### src/rtl/ram_port_arbiter.sv
// Shares one single-port RAM between CPU (default priority) and DMA, with starvation escape and DMA burst lock.
// Grants are combinational in the request cycle; read data and rvalid follow one cycle later.
module ram_port_arbiter #(
  parameter int ADDR_W   = 7,
  parameter int DATA_W   = 8,
  parameter int MAX_WAIT = 4,
  parameter int LOCK_MAX = 16
) (
  input  logic              clk,
  input  logic              reset,
  input  logic              cpu_req,
  input  logic              cpu_we,
  input  logic [ADDR_W-1:0] cpu_addr,
  input  logic [DATA_W-1:0] cpu_wdata,
  output logic              cpu_gnt,
  output logic              cpu_rvalid,
  input  logic              dma_req,
  input  logic              dma_we,
  input  logic              dma_lock,
  input  logic [ADDR_W-1:0] dma_addr,
  input  logic [DATA_W-1:0] dma_wdata,
  output logic              dma_gnt,
  output logic              dma_rvalid,
  output logic [DATA_W-1:0] rdata,
  output logic [ADDR_W-1:0] ram_addr,
  output logic [DATA_W-1:0] ram_din,
  output logic              ram_we,
  input  logic [DATA_W-1:0] ram_dout
);

  localparam int WAIT_W = $clog2(MAX_WAIT + 1);
  localparam int LOCK_W = $clog2(LOCK_MAX + 1);

  typedef enum logic [1:0] {
    ARB      = 2'd0,
    DMA_LOCK = 2'd1,
    RELEASE  = 2'd2
  } state_t;

  state_t              r_state;
  state_t              w_state_nxt;
  logic [WAIT_W-1:0]   r_wait_cnt;
  logic [LOCK_W-1:0]   r_lock_cnt;
  logic [LOCK_W-1:0]   w_lock_inc;
  logic                w_lock_done;
  logic                w_starved;
  logic                w_cpu_gnt;
  logic                w_dma_gnt;
  logic                w_cpu_rd;
  logic                w_dma_rd;
  logic [DATA_W-1:0]   r_rdata;
  logic                r_cpu_rvalid;
  logic                r_dma_rvalid;

  assign w_starved   = (r_wait_cnt == WAIT_W'(MAX_WAIT));
  assign w_lock_inc  = r_lock_cnt + LOCK_W'(1);
  assign w_lock_done = (w_lock_inc == LOCK_W'(LOCK_MAX));

  always_ff @(posedge clk) begin
    if (reset) begin
      r_state <= ARB;
    end else begin
      r_state <= w_state_nxt;
    end
  end

  always_comb begin
    w_state_nxt = r_state;
    case (r_state)
      ARB: begin
        // The grant cycle itself is the first locked cycle.
        if (w_dma_gnt && dma_lock) begin
          w_state_nxt = (LOCK_MAX > 1) ? DMA_LOCK : RELEASE;
        end
      end
      DMA_LOCK: begin
        if (!dma_lock || w_lock_done) begin
          w_state_nxt = RELEASE;
        end
      end
      RELEASE: w_state_nxt = ARB;
      default: w_state_nxt = ARB;
    endcase
  end

  always_comb begin
    w_cpu_gnt = 1'b0;
    w_dma_gnt = 1'b0;
    case (r_state)
      ARB: begin
        w_cpu_gnt = cpu_req && !(dma_req && w_starved);
        w_dma_gnt = dma_req && !w_cpu_gnt;
      end
      DMA_LOCK: begin
        w_dma_gnt = dma_req;
      end
      RELEASE: begin
        w_cpu_gnt = cpu_req;
        w_dma_gnt = dma_req && !cpu_req;
      end
      default: begin
        w_cpu_gnt = 1'b0;
        w_dma_gnt = 1'b0;
      end
    endcase
  end

  always_comb begin
    ram_addr = '0;
    ram_din  = '0;
    ram_we   = 1'b0;
    if (w_cpu_gnt) begin
      ram_addr = cpu_addr;
      ram_din  = cpu_wdata;
      ram_we   = cpu_we;
    end else if (w_dma_gnt) begin
      ram_addr = dma_addr;
      ram_din  = dma_wdata;
      ram_we   = dma_we;
    end
  end

  always_ff @(posedge clk) begin
    if (reset || r_state == RELEASE || !dma_req || w_dma_gnt) begin
      r_wait_cnt <= '0;
    end else if (!w_starved) begin
      r_wait_cnt <= r_wait_cnt + WAIT_W'(1);
    end
  end

  always_ff @(posedge clk) begin
    if (reset) begin
      r_lock_cnt <= '0;
    end else begin
      case (r_state)
        ARB:      r_lock_cnt <= (w_dma_gnt && dma_lock) ? LOCK_W'(1) : '0;
        DMA_LOCK: r_lock_cnt <= w_lock_inc;
        default:  r_lock_cnt <= '0;
      endcase
    end
  end

  assign w_cpu_rd = w_cpu_gnt && !cpu_we;
  assign w_dma_rd = w_dma_gnt && !dma_we;

  // Reset wins over a read granted in the same cycle, so no stale rvalid escapes.
  always_ff @(posedge clk) begin
    if (reset) begin
      r_rdata      <= '0;
      r_cpu_rvalid <= 1'b0;
      r_dma_rvalid <= 1'b0;
    end else begin
      r_cpu_rvalid <= w_cpu_rd;
      r_dma_rvalid <= w_dma_rd;
      if (w_cpu_rd || w_dma_rd) begin
        r_rdata <= ram_dout;
      end
    end
  end

  assign cpu_gnt    = w_cpu_gnt;
  assign dma_gnt    = w_dma_gnt;
  assign cpu_rvalid = r_cpu_rvalid;
  assign dma_rvalid = r_dma_rvalid;
  assign rdata      = r_rdata;

endmodule
### config.mk
export PLATFORM = sky130hd
export DESIGN_NAME = ram_port_arbiter
export DESIGN_NICKNAME = d
export VERILOG_FILES = /design/src/rtl/ram_port_arbiter.sv
export SDC_FILE = /design/constraint.sdc
export NUM_CORES = 1
export LEC_CHECK = 0
export CAP_MARGIN = 10
export CELL_PAD_IN_SITES_DETAIL_PLACEMENT = 1
export CELL_PAD_IN_SITES_GLOBAL_PLACEMENT = 1
export CORE_UTILIZATION = 26
export DETAILED_ROUTE_END_ITERATION = 10
export PLACE_DENSITY = 0.88
export SYNTH_ARGS = -nofsm -noshare
export SYNTH_HDL_FRONTEND = slang
export SYNTH_SLANG_ARGS = --single-unit
### constraint.sdc
create_clock -name clk -period 3.9 [get_ports clk]
set_input_delay 0.585 -clock clk [delete_from_list [all_inputs] [get_ports clk]]
set_output_delay 0.585 -clock clk [all_outputs]
set_load 0.01 [all_outputs]
==> impl_metrics.ini <==
[outcome]
outcome = finished, final reports clean

[critical_path]
crit_type = primary input to primary output
required_ns = 3.31
crit_fanout = 19
endpoint_kind = primary output
worstPathArrival_ns = 2.59
startpoint_type = primary input

[drt]
drtIter0Drc = 35
vias = 1139
dr_wl_met3_um = 189
drc_errors = 0
wl_per_cell_um = 13.3
highest_layer = met4
wl_met1_mm = 1.33
ant_nets = 0
met2_length_mm = 1.67
routed_wl_mm = 3.24
first_pass_iters = 4
viasPerCell = 4.69

[synth]
synthCells = 123
ys_ff_latch = 20
yosys_warnings = 0
yosysSeqAreaShare = 0.365
synth_area_per_cell_um2 = 8.92
synth_area_mm2 = 0.00110
ys_types = 31
synth_nets = 172

[clocking]
postCtsSetupBuffers = 0
clk_pin_slew_ns = 0.08
postCtsHoldBufs = 0
clk_latency_ns = 0.26
cts_sinks = 20
cts.htree.levels = 1
clk_path_buf_depth = 2
cts_tree = done
post_cts_resized = 0
root_buffer = clkbuf_8
cts_buffers = 3

[placed_design]
gp_congestion = 0.768
post-place-ws_ns = 0.717
portBuffers = 72
place_inst = 239
hpwl_mm = 2.62

[die]
die_area_mm2 = 0.00448
core_mm2 = 0.00403
ios = 73
fp.dieH_um = 67.0
die_x_um = 67.0
std_cell_rows = 23
initial_utilization = 0.272

[grt]
grt_pass1_wl_mm = 5.38
grt.total_usage = 0.156
grt_start_max_net_pins = 21
first_global_vias = 1188
grt-ovfl-total = 0
antenna_found_initial = 0

[timing]
fmax_mhz = 315
hold_violations = 0
slew_viol_final = 0
period_needed_ns = 3.18
timing.hold.ws_ns = 0.465
fin_skew_ns = 0.00651
rsz0062_at_grt = false
setup_viol = 0
tns_ns = 0
slew_headroom = 0.610
fin_crit_sh = 0.815
max_slew.worst_pin.slew_ns = 0.585
setup_ws_ns = 0.721

[flow_run]
cap_viol_max_count = 0

[worst_hold_path]
hold_path.class = register to register

[layout]
insertedDiodeCount = 0
drive_above_1_share = 0.0466
layout_common_cells = clkdlybuf4s50_1, nand2_1, dfxtp_1
stdcell_count = 243
final_common_cell = clkdlybuf4s50_1
area_delta_synth_final_pct = 74.8
fin_nets = 243

[power_and_ir_drop]
switching_share = 0.227
clock_power_share = 0.362
pwr-share-comb = 0.261
leakagePower_nw = 0.770
seqPwrFrac = 0.377
p_sw_uw = 131
internal-power_uw = 447
peakVddDrop_v = 0.000213
power_density_mw_per_mm2 = 301
==> cell families after synthesis <==
group | synth area share
adders and majority gates | 0.0456
DFF | 0.365
muxes | 0.0867
and+or+nand+nor | 0.184
xor gates and xnor gates | 0.0319
buffers and inverters | 0.0547
AOI/OAI and AO/OA | 0.233
==> flip-flops by register name, indices dropped and copies added, names as in the netlist <==
| name | cells |
|---|---|
| r_lock_cnt | 5 |
| r_state | 2 |
| rdata | 8 |
| r_wait_cnt | 3 |
| dma_rvalid | 1 |
| cpu_rvalid | 1 |
==> per-layer routing <==
layer / vias to the layer above / track usage
met5: - / 0
li1: 569 / -
met4: 0 / 0.0399
met3: 7 / 0.0514
met2: 30 / 0.282
met1: 533 / 0.173
==> critical path: stages <==
cell,delay [ns]
clkdlybuf4s50_1,0.45
mux2_4,0.30
a21boi_4,0.45
a22o_1,0.24
clkdlybuf4s50_1,0.55
==> per-stage QoR <==
step | utilization | area, µm² | total power, mW
after global routing | 0.476 | 1920 | 0.602
after CTS | 0.476 | 1920 | 0.585
after global placement | 0.458 | 1850 | 0.372
final | 0.476 | 1920 | 0.578
after floorplan | - | 1100 | 0.280
after detailed placement | 0.458 | 1850 | 0.374
==> path summary, 6_finish.rpt <==
kind | to | slack [ns] | startpoint | cells after the start
setup reg to reg | rdata[0] | 1.87 | r_wait_cnt[0] | 6
hold reg to reg | rdata[6] | 0.47 | rdata[6] | 2
hold / removal | rdata[6] | 0.47 | rdata[6] | 2
setup / recovery | ram_addr[3] | 0.72 | cpu_req | 5
==> power groups by stage <==
stage / combinational [mW] / clock, mW / sequential (mW)
floorplan: 0.0554 / 0 / 0.225
global placement: 0.150 / 0 / 0.222
detailed placement: 0.152 / 0 / 0.222
CTS: 0.153 / 0.214 / 0.218
global route: 0.162 / 0.221 / 0.219
finish: 0.151 / 0.209 / 0.218
==> layout make-up <==
cell class                      count  area [µm²]
Timing Repair Buffer               72         721
Tap cell                           50        62.6
Inverter                            7        26.3
Fill cell                         472        2110
Sequential cell                    20         400
Clock buffer                        3        41.3
Multi-Input combinational cell     90         637
Clock inverter                      1        30.0
==> cells in the mapped netlist <==
cell	n	share of area
a21boi_0	1	0.0068
a21boi_4	1	0.017
a21o_1	1	0.0068
a21oi_1	3	0.014
a22o_1	16	0.13
a22oi_2	1	0.011
a31o_2	1	0.0080
a31oi_4	1	0.019
a41oi_1	1	0.0080
and2_1	2	0.011
and3_1	3	0.017
buf_2	3	0.014
buf_6	1	0.010
clkbuf_1	2	0.0068
dfxtp_1	20	0.36
ha_1	4	0.046
inv_1	7	0.024
mux2_4	1	0.014
mux2i_1	8	0.073
nand2_1	22	0.075
nand2b_1	1	0.0057
nand3_1	4	0.018
nand3b_1	1	0.0068
nand4b_1	1	0.0080
nor2_1	9	0.031
nor2b_1	1	0.0057
nor3_1	1	0.0046
o21bai_1	1	0.0068
o31ai_1	1	0.0068
xnor2_1	3	0.024
xor2_1	1	0.0080
(Power assumes the default switching activity.)
